File: config.mk
export PLATFORM = sky130hd
export DESIGN_NAME = if_id_pipe
export DESIGN_NICKNAME = d
export VERILOG_FILES = /design/src/rtl/if_id_pipe.sv
export SDC_FILE = /design/constraint.sdc
export NUM_CORES = 1
export LEC_CHECK = 0
export CORE_MARGIN = 2
export CORE_UTILIZATION = 50
export CTS_CLUSTER_DIAMETER = 150
export DETAILED_ROUTE_END_ITERATION = 10
export GPL_ROUTABILITY_DRIVEN = 0
export PLACE_DENSITY = 0.82
export SETUP_SLACK_MARGIN = 0.05
export SLEW_MARGIN = 20
export SYNTH_ARGS = -nofsm -noshare
export SYNTH_HDL_FRONTEND = slang
export SYNTH_SLANG_ARGS = --single-unit
File: constraint.sdc
create_clock -name clk -period 2.3 [get_ports clk]
set_input_delay 0.345 -clock clk [delete_from_list [all_inputs] [get_ports clk]]
set_output_delay 0.345 -clock clk [all_outputs]
set_load 0.02 [all_outputs]
File: src/rtl/if_id_pipe.sv
// IF/ID pipeline register: valid/ready handshake with a 2-entry skid buffer,
// flush to NOP bubble, and a saturating backpressure cycle counter.
module if_id_pipe #(
   parameter int                XLEN      = 32,
   parameter int                ILEN      = 32,
   parameter logic [ILEN-1:0]   NOP_INSTR = ILEN'(32'h0000_0013),
   parameter int                CNT_WIDTH = 16
) (
   input  logic                 clk,
   input  logic                 reset_n,
   input  logic [XLEN-1:0]      if_pc,
   input  logic [ILEN-1:0]      if_instruction,
   input  logic                 in_valid,
   output logic                 in_ready,
   output logic [XLEN-1:0]      id_pc,
   output logic [ILEN-1:0]      id_instruction,
   output logic                 out_valid,
   input  logic                 out_ready,
   input  logic                 flush,
   output logic [CNT_WIDTH-1:0] stall_cycles
);

   typedef enum logic [1:0] {EMPTY = 2'd0, ONE = 2'd1, TWO = 2'd2} state_t;

   state_t                r_state, w_nxt_state;
   logic [XLEN-1:0]       r_main_pc, w_nxt_main_pc;
   logic [ILEN-1:0]       r_main_instr, w_nxt_main_instr;
   logic [XLEN-1:0]       r_skid_pc, w_nxt_skid_pc;
   logic [ILEN-1:0]       r_skid_instr, w_nxt_skid_instr;
   logic [CNT_WIDTH-1:0]  r_stall_cnt;
   logic                  w_in_fire, w_out_fire;

   // Handshake outputs decode only the state register, so out_ready never
   // reaches in_ready combinationally.
   assign in_ready       = (r_state != TWO);
   assign out_valid      = (r_state != EMPTY);
   assign id_pc          = r_main_pc;
   assign id_instruction = r_main_instr;
   assign stall_cycles   = r_stall_cnt;

   assign w_in_fire  = in_valid & in_ready;
   assign w_out_fire = out_valid & out_ready;

   always_ff @(posedge clk or negedge reset_n) begin
      if (!reset_n) begin
         r_state      <= EMPTY;
         r_main_pc    <= '0;
         r_main_instr <= NOP_INSTR;
         r_skid_pc    <= '0;
         r_skid_instr <= '0;
      end else begin
         r_state      <= w_nxt_state;
         r_main_pc    <= w_nxt_main_pc;
         r_main_instr <= w_nxt_main_instr;
         r_skid_pc    <= w_nxt_skid_pc;
         r_skid_instr <= w_nxt_skid_instr;
      end
   end

   // The main entry is reloaded with the bubble whenever it empties, so id_*
   // shows {0, NOP} straight from the register while out_valid is low.
   always_comb begin
      w_nxt_state      = r_state;
      w_nxt_main_pc    = r_main_pc;
      w_nxt_main_instr = r_main_instr;
      w_nxt_skid_pc    = r_skid_pc;
      w_nxt_skid_instr = r_skid_instr;
      if (flush) begin
         w_nxt_state      = EMPTY;
         w_nxt_main_pc    = '0;
         w_nxt_main_instr = NOP_INSTR;
         w_nxt_skid_pc    = '0;
         w_nxt_skid_instr = '0;
      end else begin
         case (r_state)
            EMPTY: begin
               if (w_in_fire) begin
                  w_nxt_state      = ONE;
                  w_nxt_main_pc    = if_pc;
                  w_nxt_main_instr = if_instruction;
               end
            end
            ONE: begin
               if (w_in_fire && w_out_fire) begin
                  w_nxt_main_pc    = if_pc;
                  w_nxt_main_instr = if_instruction;
               end else if (w_in_fire) begin
                  w_nxt_state      = TWO;
                  w_nxt_skid_pc    = if_pc;
                  w_nxt_skid_instr = if_instruction;
               end else if (w_out_fire) begin
                  w_nxt_state      = EMPTY;
                  w_nxt_main_pc    = '0;
                  w_nxt_main_instr = NOP_INSTR;
               end
            end
            TWO: begin
               if (w_out_fire) begin
                  w_nxt_state      = ONE;
                  w_nxt_main_pc    = r_skid_pc;
                  w_nxt_main_instr = r_skid_instr;
                  w_nxt_skid_pc    = '0;
                  w_nxt_skid_instr = '0;
               end
            end
            default: begin
               w_nxt_state      = EMPTY;
               w_nxt_main_pc    = '0;
               w_nxt_main_instr = NOP_INSTR;
            end
         endcase
      end
   end

   // Counts every stalled edge regardless of flush; only reset clears it.
   always_ff @(posedge clk or negedge reset_n) begin
      if (!reset_n)
         r_stall_cnt <= '0;
      else if (out_valid && !out_ready && (r_stall_cnt != {CNT_WIDTH{1'b1}}))
         r_stall_cnt <= r_stall_cnt + CNT_WIDTH'(1);
   end

endmodule
; After elaboration in Yosys (flattened, before gate mapping)
; Cells that the tools add are included.
[totals]
ff_bits = 146
input_bits = 69
word_cells = 57
[classes]
n_addsub = 1
n_eq_ne = 11
muxes = 27
bitwise_logic = 2
reduce_logical = 10
[op_table]
columns = operator, n
row1 = $mux 32, 16
row2 = $pmux 32 s3, 2
row3 = $pmux 32 s2, 2
row4 = $add 16x1->16 const B, 1
row5 = $ne 16x16->1 const B, 1
row6 = $mux 2, 6
row7 = $ne 3x3->1 const B, 4
row8 = $ne 4x4->1 const B, 3
row9 = $reduce_and 4->1, 3
row10 = $pmux 2 s3, 1
row11 = $logic_and 1x1->1, 3
row12 = $reduce_bool 3->1, 1
row13 = $and 1x1->1, 2
row14 = $eq 2x1->1 const B, 1
row15 = $eq 2x2->1 const B, 1
row16 = $logic_not 2->1, 1
row17 = $ne 2x2->1 const B, 1
row18 = $reduce_bool 2->1, 1
row19 = $logic_not 1->1, 1

; Longest topological paths before layout
[depth]
word_depth = 7
mapped_depth = 9
mapped_depth_nobuf = 5

; Least setup slack after synthesis
; No wires, ideal clock.
[synth_timing]
path_type = reg2reg
startpoint = register r_stall_cnt[0] (netlist: stall_cycles[0])
endpoint = register r_stall_cnt[1] (netlist: stall_cycles[1])
setup_ns = 0.125
arrival_ns = 1.777
slack_ns = 0.398
path_stages_with_launch = 6
n_path_buf = 0
synth_period_minus_slack_ns = 1.902
path_cell_list = dfrtp_1 > ha_1 > nand3_2 > nor4_2 > a21oi_2 > mux2_4
[synth_via]
elab_chain_len = 2
[synth_rtl]
columns = element, line
row1 = "start, declared", 30  ; logic [CNT_WIDTH-1:0] r_stall_cnt;
row2 = "start signal, assigned", 120  ; r_stall_cnt <= r_stall_cnt + CNT_WIDTH'(1);
row3 = "parallel branches: the longest is 2 deep, another holds $add 16x1->16", --
; Parallel ways; which one is timed is not known.
; A chain may end at the register's enable or synchronous reset.

; Worst setup path after layout
[layout_timing]
startpoint = register r_state[1]
endpoint = output in_ready
[layout_via]
elab_chain_len = 1
[layout_rtl]
columns = element, line
row1 = "start, declared", 25  ; state_t r_state, w_nxt_state;
row2 = "start signal, assigned", 52  ; r_state <= w_nxt_state;
row3 = $ne 2x2->1, 35  ; assign in_ready = (r_state != TWO);
row4 = "end, declared", 14  ; output logic in_ready,
; No other way between the ends.

==> flow_metrics.tcl <==
set metrics [dict create \
    area_growth_pct 35.78 \
    stdcell_count 925 \
    cts.sinks 146 \
    clkTransAtPathRegs_ns 0.06 \
    synthCells 604 \
    synth_area_leaders "dfrtp_1, o2bb2ai_1, nand2_1" \
    cts_tree "built" \
    chipWidth_um 116.7 \
    dieArea_um2 13620 \
    grt_overflow_total 0 \
    wl_per_cell_um 18.20 \
    critPathCaptureType "primary output" \
    vdd_drop_max_v 0.0004690 \
    drive_above_1_share 0.09296 \
    min_period_ns 2.123 \
    synth_top_cell_by_area "dfrtp_1" \
    worst_pin_slew_ns 0.4764 \
    hp-class "input pin to asynchronous set/reset pin" \
    layout.nets 810 \
    vias_per_cell 5.743 \
    num_rows 41 \
    vias 5312 \
    drt-initial-drc-count 520 \
    synth_edf_count 0 \
    synth_xor_area_frac 0.01655 \
    yosysMostFrequentCell "dfrtp_1" \
    powerDensity_nw_per_um2 799.1 \
    dr.pass1.iters 5 \
    grt_usage 0.2587 \
    synth.ff_latch_count 146 \
    grt_max_degree 65 \
    synth_top_family_by_area "compound AO/OA/AOI/OAI gates" \
    critPathMaxFanout 11 \
    drv_cap 0 \
    fin_tns_setup_ns 0 \
    cp-start-kind "flip-flop" \
    antenna_cells 0 \
    hpwl_mm 10.81 \
    grt_pass1_vias 5334 \
    hold_viol_final 0 \
    crit_type "flip-flop to primary output" \
    outcome "finished clean" \
    synth_top_cell_area_share 0.5635 \
    clk_latency_ns 0.43 \
    async_flop_share 1.000 \
    fmax_mhz 471.1 \
    ys_types 49 \
    dp_cells 892 \
    wl_mm 16.84 \
    cts_root_buffer "clkbuf_16" \
    netlist_area_um2 6350 \
    die_y_um 116.7 \
    synth_area_per_cell_um2 10.51 \
    numCtsBuffers 17 \
    worstPathRequired_ns 1.96 \
    yosys_warnings 0 \
    grt_pass1_wl_mm 27.05 \
    syn-num-nets 674 \
    ios 151 \
    core_area_um2 12520 \
    antenna_found_initial 0 \
    synthMuxAreaShare 0.005714 \
    start_util 0.5073 \
    htree_levels 4 \
    clockBufferDepth 2 \
    synth_top_cells_by_count "dfrtp_1, nand2_1, a22oi_1, o2bb2ai_1, o21ai_0" \
    skew_ns 0.006029 \
    timing.slew.headroom 0.6798 \
    slew_violations 0 \
    synth_fa_ha_area_frac 0.001970 \
    post_cts_buffers 0 \
    drcViolationCount 0 \
    leakage_nw 3.683 \
    p_total_mw 6.890 \
    finalSetupViolCount 0 \
    fin_crit_sh 0.9228 \
    synth_compound_area_frac 0.2357 \
    rsz0062_at_grt "no" \
    yosysSeqAreaShare 0.5760 \
    arrival_ns 1.78 \
    yosys.area_share.simple 0.1222 \
    ant_nets 0 \
    ys.flop_type "dfrtp_1" \
    placement.io_buffers 150 \
]
==> sequential cells by signal, indices dropped and copies added (netlist names) <==
signal / count
id_pc: 32
r_skid_pc: 32
r_state: 2
id_instruction: 32
r_skid_instr: 32
stall_cycles: 16
==> cell families after synthesis <==
family | count (synthesis)
compound gates | 212
simple gates | 176
flops | 146
buf+inv | 54
xor+xnor | 12
mux | 3
fa+ha+maj | 1
==> critical path, cell delays in order (launching register included) <==
cell             delay [ns]
dfrtp_2                0.50
nor2b_4                0.27
inv_1                  0.05
clkdlybuf4s50_1        0.53
==> layout by cell type (no fill, tap or decap), types with 3 or more instances in the layout <==
master / Yosys / routed
nand3_1: 5 / 5
clkbuf_16: 0 / 17
clkdlybuf4s50_1: 0 / 149
buf_12: 0 / 6
dfrtp_1: 143 / 141
xnor2_1: 6 / 6
o21ai_0: 38 / 38
nor3_1: 12 / 12
o21ai_1: 28 / 28
clkbuf_8: 0 / 4
clkinv_2: 0 / 8
o2bb2ai_1: 61 / 61
a21oi_1: 11 / 11
nand2_1: 134 / 134
dfstp_2: 3 / 3
a22oi_1: 61 / 61
buf_4: 3 / 10
xor2_1: 6 / 6
nor2b_1: 8 / 7
inv_1: 4 / 4
==> what timing repair did <==
action | CTS | global route
setup endpoints to repair | 1 | 1
hold buffers | 1 | 0
resized for setup | 1 | 1
hold endpoints to repair | 38 | 0
pin swaps | 0 | 0
==> final timing paths <==
path                                           start                            end  slack, ns  cells after the start
max in group asynchronous                    reset_n  id_instruction[4]$_DFFE_PN1P_       1.20                      3
min in group clk           r_skid_pc[19]$_DFFE_PN0P_      r_skid_pc[19]$_DFFE_PN0P_       0.48                      2
max reg2reg                   r_state[1]$_DFFE_PN0P_  id_instruction[0]$_DFFE_PN1P_       0.33                      5
min                                          reset_n    stall_cycles[9]$_DFFE_PN0P_       0.40                      2
max                           r_state[1]$_DFFE_PN0P_                       in_ready       0.18                      3
min reg2reg                r_skid_pc[19]$_DFFE_PN0P_      r_skid_pc[19]$_DFFE_PN0P_       0.48                      2
==> power by group <==
part	internal [mW]	switching (mW)	total (mW)
sequential	2.81	0.206	3.02
clock	1.58	1.04	2.63
combinational	0.574	0.671	1.25
total	4.97	1.92	6.89
==> routing by layer <==
metal  global-route usage  part of all wire  up-vias
met5                    0                 0        -
met4               0.1106             0.018        0
met3              0.05812             0.060       25
met2               0.4112              0.49      196
met1               0.3445              0.43     2642
li1                     -                 -     2449
==> cell type report <==
cell class              instances  area [µm²]
clock buffers                  21       480.5
clock inverters                11       85.08
fillers                       955        3895
inverters                       4       15.01
multi-input cells             404        2459
flip-flops and latches        146        3660
well taps                     172       215.2
repair buffers                167        1708
==> through the flow <==
| stage | utilization | setup WS (ns) | area, µm² | hold slack (ns) |
|---|---|---|---|---|
| final | 0.6888 | 0.1775 | 8622 | 0.3976 |
| after global routing | 0.6888 | 0.08380 | 8622 | 0.4385 |
| after CTS | 0.6887 | 0.08738 | 8621 | 0.4056 |
| after detailed placement | 0.6426 | 0.1569 | 8044 | 0.2888 |
| after global placement | 0.6426 | 0.2459 | 8044 | 0.2762 |
| after floorplan | - | 0.3983 | 6350 | 0.04941 |
(Power assumes the default switching activity.)
